`config.mk`:
```
export PLATFORM = sky130hd
export DESIGN_NAME = pulse_param_loader
export DESIGN_NICKNAME = d
export VERILOG_FILES = /design/src/rtl/pulse_param_pkg.sv /design/src/rtl/pulse_param_bank.sv /design/src/rtl/pulse_param_loader.sv
export SDC_FILE = /design/constraint.sdc
export NUM_CORES = 1
export LEC_CHECK = 0
export CAP_MARGIN = 20
export CORE_MARGIN = 8
export CORE_UTILIZATION = 50
export CTS_CLUSTER_DIAMETER = 40
export DETAILED_ROUTE_END_ITERATION = 16
export MAX_ROUTING_LAYER = met4
export PLACE_DENSITY = 0.76
export SLEW_MARGIN = 40
export SYNTH_ARGS = -nofsm -noshare
export SYNTH_HDL_FRONTEND = slang
export SYNTH_HIERARCHICAL = 1
export SYNTH_SLANG_ARGS = --single-unit
```
`constraint.sdc`:
```
create_clock -name clk -period 2.65 [get_ports clk]
set_clock_uncertainty 0.15 [all_clocks]
set_input_delay 0.53 -clock clk [delete_from_list [all_inputs] [get_ports clk]]
set_output_delay 0.53 -clock clk [all_outputs]
set_load 0.005 [all_outputs]
```
`src/rtl/pulse_param_pkg.sv`:
```
// Shared constants and types for the pulse-parameter command parser and its register bank.
package pulse_param_pkg;

  localparam int unsigned BYTE_W = 8;
  localparam int unsigned DATA_W = 32;
  localparam int unsigned ATT_W  = 7;
  localparam int unsigned BLK_W  = 8;

  localparam logic [BYTE_W-1:0] OP_PERIOD    = 8'h01;
  localparam logic [BYTE_W-1:0] OP_P1WIDTH   = 8'h02;
  localparam logic [BYTE_W-1:0] OP_DELAY     = 8'h03;
  localparam logic [BYTE_W-1:0] OP_P2WIDTH   = 8'h04;
  localparam logic [BYTE_W-1:0] OP_PRE_ATT   = 8'h05;
  localparam logic [BYTE_W-1:0] OP_POST_ATT  = 8'h06;
  localparam logic [BYTE_W-1:0] OP_PBLOCK    = 8'h07;
  localparam logic [BYTE_W-1:0] OP_PBLOCK_OFF = 8'h08;
  localparam logic [BYTE_W-1:0] OP_FLAGS     = 8'h09;
  localparam logic [BYTE_W-1:0] OP_APPLY     = 8'h0F;

  localparam logic [BYTE_W-1:0] RSP_BADCK   = 8'hEE;
  localparam logic [BYTE_W-1:0] RSP_BADOP   = 8'hEF;
  localparam logic [BYTE_W-1:0] RSP_TIMEOUT = 8'hED;

  typedef logic [1:0] state_t;
  localparam state_t ST_IDLE    = 2'd0;
  localparam state_t ST_PAYLOAD = 2'd1;
  localparam state_t ST_CSUM    = 2'd2;
  localparam state_t ST_RESP    = 2'd3;

  typedef struct packed {
    logic [DATA_W-1:0] period;
    logic [DATA_W-1:0] p1width;
    logic [DATA_W-1:0] delay;
    logic [DATA_W-1:0] p2width;
    logic [DATA_W-1:0] pulse_block_off;
    logic [ATT_W-1:0]  pre_att;
    logic [ATT_W-1:0]  post_att;
    logic [BLK_W-1:0]  pulse_block;
    logic              pump;
    logic              block;
  } params_t;

  localparam params_t PARAMS_RST = '0;

  function automatic logic op_known(input logic [BYTE_W-1:0] op);
    return ((op >= OP_PERIOD) && (op <= OP_FLAGS)) || (op == OP_APPLY);
  endfunction

endpackage

```
`src/rtl/pulse_param_bank.sv`:
```
// Shadow and live pulse-parameter registers; APPLY copies every shadow field to live at once.
module pulse_param_bank
  import pulse_param_pkg::*;
(
  input  logic              clk,
  input  logic              reset,
  input  logic              i_wr_en,
  input  logic [BYTE_W-1:0] i_op,
  input  logic [DATA_W-1:0] i_payload,
  input  logic              i_apply,
  output logic [DATA_W-1:0] o_period,
  output logic [DATA_W-1:0] o_p1width,
  output logic [DATA_W-1:0] o_delay,
  output logic [DATA_W-1:0] o_p2width,
  output logic [DATA_W-1:0] o_pulse_block_off,
  output logic [ATT_W-1:0]  o_pre_att,
  output logic [ATT_W-1:0]  o_post_att,
  output logic [BLK_W-1:0]  o_pulse_block,
  output logic              o_pump,
  output logic              o_block,
  output logic              o_update
);

  params_t r_shadow;
  params_t r_live;
  logic    r_update;

  always_ff @(posedge clk) begin
    if (reset) begin
      r_shadow <= PARAMS_RST;
    end else if (i_wr_en) begin
      case (i_op)
        OP_PERIOD:     r_shadow.period          <= i_payload;
        OP_P1WIDTH:    r_shadow.p1width         <= i_payload;
        OP_DELAY:      r_shadow.delay           <= i_payload;
        OP_P2WIDTH:    r_shadow.p2width         <= i_payload;
        OP_PRE_ATT:    r_shadow.pre_att         <= i_payload[ATT_W-1:0];
        OP_POST_ATT:   r_shadow.post_att        <= i_payload[ATT_W-1:0];
        OP_PBLOCK:     r_shadow.pulse_block     <= i_payload[BLK_W-1:0];
        OP_PBLOCK_OFF: r_shadow.pulse_block_off <= i_payload;
        OP_FLAGS: begin
          r_shadow.pump  <= i_payload[0];
          r_shadow.block <= i_payload[1];
        end
        default: ;
      endcase
    end
  end

  always_ff @(posedge clk) begin
    if (reset) begin
      r_live   <= PARAMS_RST;
      r_update <= 1'b0;
    end else begin
      r_update <= i_apply;
      if (i_apply) r_live <= r_shadow;
    end
  end

  assign o_period          = r_live.period;
  assign o_p1width         = r_live.p1width;
  assign o_delay           = r_live.delay;
  assign o_p2width         = r_live.p2width;
  assign o_pulse_block_off = r_live.pulse_block_off;
  assign o_pre_att         = r_live.pre_att;
  assign o_post_att        = r_live.post_att;
  assign o_pulse_block     = r_live.pulse_block;
  assign o_pump            = r_live.pump;
  assign o_block           = r_live.block;
  assign o_update          = r_update;

endmodule

```
`src/rtl/pulse_param_loader.sv`:
```
// Host byte-stream command parser: frames OP+4 payload bytes+XOR checksum, one response byte per frame.
module pulse_param_loader
  import pulse_param_pkg::*;
#(
  parameter int unsigned TIMEOUT_CYCLES = 120000
) (
  input  logic              clk,
  input  logic              reset,
  input  logic [BYTE_W-1:0] rx_data,
  input  logic              rx_valid,
  output logic [BYTE_W-1:0] tx_data,
  output logic              tx_valid,
  input  logic              tx_ready,
  output logic [DATA_W-1:0] period,
  output logic [DATA_W-1:0] p1width,
  output logic [DATA_W-1:0] delay,
  output logic [DATA_W-1:0] p2width,
  output logic [DATA_W-1:0] pulse_block_off,
  output logic [ATT_W-1:0]  pre_att,
  output logic [ATT_W-1:0]  post_att,
  output logic [BLK_W-1:0]  pulse_block,
  output logic              pump,
  output logic              block,
  output logic              update
);

  localparam int unsigned CNT_W = ($clog2(TIMEOUT_CYCLES) < 1) ? 1 : $clog2(TIMEOUT_CYCLES);
  localparam logic [CNT_W-1:0] CNT_LAST = CNT_W'(TIMEOUT_CYCLES - 1);
  localparam logic [CNT_W-1:0] CNT_MAX  = '1;

  state_t            r_state,   w_state;
  logic [BYTE_W-1:0] r_op,      w_op;
  logic [DATA_W-1:0] r_payload, w_payload;
  logic [BYTE_W-1:0] r_xor,     w_xor;
  logic [1:0]        r_bcnt,    w_bcnt;
  logic [CNT_W-1:0]  r_cnt,     w_cnt;
  logic [BYTE_W-1:0] r_tx_data, w_tx_data;
  logic              r_tx_valid, w_tx_valid;
  logic              w_wr_en;
  logic              w_apply;

  always_ff @(posedge clk) begin
    if (reset) begin
      r_state    <= ST_IDLE;
      r_op       <= '0;
      r_payload  <= '0;
      r_xor      <= '0;
      r_bcnt     <= '0;
      r_cnt      <= '0;
      r_tx_data  <= '0;
      r_tx_valid <= 1'b0;
    end else begin
      r_state    <= w_state;
      r_op       <= w_op;
      r_payload  <= w_payload;
      r_xor      <= w_xor;
      r_bcnt     <= w_bcnt;
      r_cnt      <= w_cnt;
      r_tx_data  <= w_tx_data;
      r_tx_valid <= w_tx_valid;
    end
  end

  // An arriving byte wins over a timeout expiring in the same cycle.
  always_comb begin
    w_state    = r_state;
    w_op       = r_op;
    w_payload  = r_payload;
    w_xor      = r_xor;
    w_bcnt     = r_bcnt;
    w_cnt      = (r_cnt == CNT_MAX) ? r_cnt : r_cnt + CNT_W'(1);
    w_tx_data  = r_tx_data;
    w_tx_valid = r_tx_valid;
    w_wr_en    = 1'b0;
    w_apply    = 1'b0;
    case (r_state)
      ST_IDLE: begin
        w_cnt = '0;
        if (rx_valid) begin
          w_op    = rx_data;
          w_xor   = rx_data;
          w_bcnt  = '0;
          w_state = ST_PAYLOAD;
        end
      end
      ST_PAYLOAD: begin
        if (rx_valid) begin
          w_payload = {r_payload[DATA_W-BYTE_W-1:0], rx_data};
          w_xor     = r_xor ^ rx_data;
          w_bcnt    = r_bcnt + 2'd1;
          w_cnt     = '0;
          if (r_bcnt == 2'd3) w_state = ST_CSUM;
        end else if (r_cnt == CNT_LAST) begin
          w_tx_data  = RSP_TIMEOUT;
          w_tx_valid = 1'b1;
          w_state    = ST_RESP;
        end
      end
      ST_CSUM: begin
        if (rx_valid) begin
          w_tx_valid = 1'b1;
          w_state    = ST_RESP;
          if (rx_data != r_xor) begin
            w_tx_data = RSP_BADCK;
          end else if (!op_known(r_op)) begin
            w_tx_data = RSP_BADOP;
          end else begin
            w_tx_data = r_op;
            w_wr_en   = (r_op != OP_APPLY);
            w_apply   = (r_op == OP_APPLY);
          end
        end else if (r_cnt == CNT_LAST) begin
          w_tx_data  = RSP_TIMEOUT;
          w_tx_valid = 1'b1;
          w_state    = ST_RESP;
        end
      end
      ST_RESP: begin
        w_cnt = '0;
        if (tx_ready) begin
          w_tx_valid = 1'b0;
          w_state    = ST_IDLE;
        end
      end
      default: w_state = ST_IDLE;
    endcase
  end

  assign tx_data  = r_tx_data;
  assign tx_valid = r_tx_valid;

  pulse_param_bank u_bank (
    .clk               (clk),
    .reset             (reset),
    .i_wr_en           (w_wr_en),
    .i_op              (r_op),
    .i_payload         (r_payload),
    .i_apply           (w_apply),
    .o_period          (period),
    .o_p1width         (p1width),
    .o_delay           (delay),
    .o_p2width         (p2width),
    .o_pulse_block_off (pulse_block_off),
    .o_pre_att         (pre_att),
    .o_post_att        (post_att),
    .o_pulse_block     (pulse_block),
    .o_pump            (pump),
    .o_block           (block),
    .o_update          (update)
  );

endmodule

```
==> impl_metrics.yaml <==
logic_synthesis:
  synthArstFlopShare: 0
  yosys.area_share.simple: 0.178
  synth_top_area_share: 0.519
  synth_xor_xnor_area_share: 0.00559
  synth.mux.area_fraction: 0.219
  syn_avg_cell_area_sq_um: 10.3
  netlist_top_cells_area: "dfxtp_1 (52%), mux2i_1 (22%), nand2b_1 (8.1%), nor2_1 (4.4%), nand2_1 (1.9%)"
  synth_cells: 1669
  ys_types: 54
  yosysWarnings: 6
  synth-seq-cells: 447
  yosysTopAreaCell: "dfxtp_1"
  synth_area_sq_mm: 0.0172
  postSynthNetCount: 1683
  yosys.area_share.adder: 0.00145
  synth_top_family_by_area: "multiplexers"
  synth_ff_type: "dfxtp_1"
  seq_area_frac_synth: 0.519
  synth_edf_count: 0
  synth_compound_area_frac: 0.0390
worst_hold_path:
  worstHoldEndpoint: "u_bank/o_p2width[31]"
  worstHoldPathType: "primary input to flop"
  hold_start: "reset"
  hold_depth: 2
pwr:
  swShare: 0.213
  pwr-share-clk: 0.499
  vdd_drop_max_mv: 0.542
  p_leak_nw: 8.51
  p_per_area_mw_per_mm2: 663
  power_frac_seq: 0.463
  p_comb_frac: 0.037
  fin_total_pwr_mw: 14.7
  p_sw_mw: 3.13
  power.internal_mw: 11.5
critical_path:
  worst-endpoint-arrival_ns: 2.82
  reg2reg_depth: 14
  reg2reg_slack_ns: 0.07
  cp-end-kind: "flop"
  reg2reg_to: "tx_data[3]"
  path_class: "flop to flop"
  crit_fanout: 4
  cp-start-kind: "flop"
  r2r-start: "r_xor[6]"
  worstPathRequired_ns: 2.89
floorplanning:
  die-area_sq_mm: 0.0407
  num_io_pins: 206
  rows: 68
  start_util: 0.503
  die_x_um: 202
  fp.dieH_um: 202
  core_sq_mm: 0.0343
route:
  routedWlPerCell_um: 18.1
  viasPerCell: 5.23
  drtIter0Drc: 723
  drcViolationCount: 0
  ant_nets: 0
  via_count: 12500
  routed_wl_mm: 43.4
  dr.pass1.iters: 5
final_layout:
  final_nets: 1913
  syn2layout_area_growth_pct: 28.4
  utilization: 0.646
  final_common_cell: "dfxtp_1"
  design_area_sq_mm: 0.0221
  diodes: 0
  stdcell_count: 2396
  drive_gt1_frac: 0.104
  layout_common_cells: "dfxtp_1 (444), mux2i_1 (376), nand2b_1 (222)"
clocking:
  cts_buffer_depth: 3
  cts_root_buffer: "clkbuf_16"
  cts_sinks: 447
  tritoncts: "yes"
  cts_buffers: 50
  clk_pin_slew_ns: 0.06
  htree_levels: 2
  clock_latency_ns: 0.57
placement:
  globalplace.congestion: 0.870
  dp.cells: 2287
  dpl_cell_area_sq_mm: 0.0201
  dpl.hpwl_mm: 29.4
  portBuffers: 205
global_routing:
  grt_pass1_wl_mm: 68.7
  grt_usage: 0.212
  grt_pass1_vias: 12500
  grt_max_degree: 93
  globalRouteOverflowTotal: 0
  antenna_found_initial: 0
sta:
  hold_viol_final: 0
  finalMaxSlewViolations: 0
  worst-slew-pin-transition_ns: 0.710
  setup_violations: 0
  max_freq_mhz: 387
  slew_headroom: 0.524
  fin_crit_sh: 0.974
  min_period_ns: 2.58
flow_run:
  maxCapViolations: 0
outcome:
  status: "finished clean"
[synthesized netlist by cell type (2+ instances only)]
cell type	n
nand4_1	12
mux2i_1	378
nand4_2	3
nand2_1	89
inv_1	13
buf_6	8
buf_1	6
ha_1	2
and4_1	4
dfxtp_1	447
a221oi_1	3
nor2_1	204
or3_1	2
a211oi_1	4
nor3_1	6
nand3_1	10
nor4_2	2
a22oi_1	8
o21a_1	2
and3_1	2
o41ai_1	3
nor4_1	6
nand4b_4	2
o31ai_1	7
a31oi_1	4
nand2b_1	222
o21ai_0	22
clkbuf_1	52
xnor2_1	10
buf_2	46
or4_1	6
nor2b_1	4
buf_12	3
a21oi_1	57
[how the worst max path moves through the flow]
stage                           from                    to  slack (ns)  depth (start not counted)
after floorplan           rx_data[1]  u_bank/r_shadow[121]        0.02                         10
after global placement    rx_data[1]   u_bank/r_shadow[89]       -0.76                         10
after detailed placement  rx_data[5]  u_bank/r_shadow[120]       -0.80                          9
after CTS                 rx_data[3]            tx_data[3]        0.04                         15
after global routing         r_op[7]  u_bank/r_shadow[120]       -0.01                          9
final                       r_xor[6]            tx_data[3]        0.07                         14
[state kept, by name (all words and copies together), names as in the netlist, 2 cells and up]
register	flops
u_bank/r_shadow	184
r_payload	32
u_bank/o_delay	32
u_bank/o_p1width	32
u_bank/o_p2width	32
u_bank/o_period	32
u_bank/o_pulse_block_off	32
r_cnt	17
r_op	8
r_xor	8
tx_data	8
u_bank/o_pulse_block	8
u_bank/o_post_att	7
u_bank/o_pre_att	7
r_bcnt	2
r_state	2
[cells by family after synthesis]
logic type	after synthesis
flip-flops	447
adder cells (fa/ha/maj)	2
multiplexers	378
XOR/XNOR	11
AND/OR/NAND/NOR	587
buffers and inverters	129
AO/OA/AOI/OAI	115
[what timing repair did]
item,CTS,global route
buffers inserted,8,4
gates resized for setup,8,16
cloned,2,1
setup endpoints to repair,185,144
hold buffers,0,0
pin swaps,5,8
[power groups by stage]
stage	Combinational, mW	Sequential (mW)	Clock, mW
after CTS	0.537	6.80	7.43
final	0.549	6.80	7.33
after global routing	0.595	6.80	7.74
after detailed placement	0.519	6.94	0
after global placement	0.515	6.94	0
after floorplan	0.341	6.94	0
[cell type report]
type	count	area, sq um
Sequential cell	447	8950
Inverter	13	48.8
Clock inverter	26	389
Fill cell	2637	12100
Tap cell	455	569
Timing Repair Buffer	294	3050
Multi-Input combinational cell	1093	7730
Clock buffer	68	1410
[through the flow]
step | hold slack (ns) | TNS [ns] | worst slack (ns)
final | 0.241 | 0 | 0.0682
after global routing | 0.268 | -0.0331 | -0.0148
after CTS | 0.229 | 0 | 0.0351
after detailed placement | 0.297 | -199.51 | -0.799
after global placement | 0.288 | -196.13 | -0.758
after floorplan | 0.286 | 0 | 0.0192
[critical path, stage by stage, from the launching register on]
cell and delay, ns:
dfxtp_2 0.33, xnor2_2 0.14, nand4_1 0.14, buf_4 0.16, buf_4 0.12, buf_4 0.12, buf_4 0.12, buf_4 0.12
buf_4 0.12, buf_4 0.12, buf_4 0.12, buf_4 0.13, nor4_4 0.27, buf_4 0.18, a221oi_1 0.07
[metal layers]
metal,vias up,global-route usage,share of wire
li1,6133,-,-
met1,6048,0.263,0.44
met2,296,0.352,0.49
met3,61,0.0373,0.049
met4,0,0.0574,0.020
met5,-,-,0
Note: power is estimated with default switching activity, not from simulation.
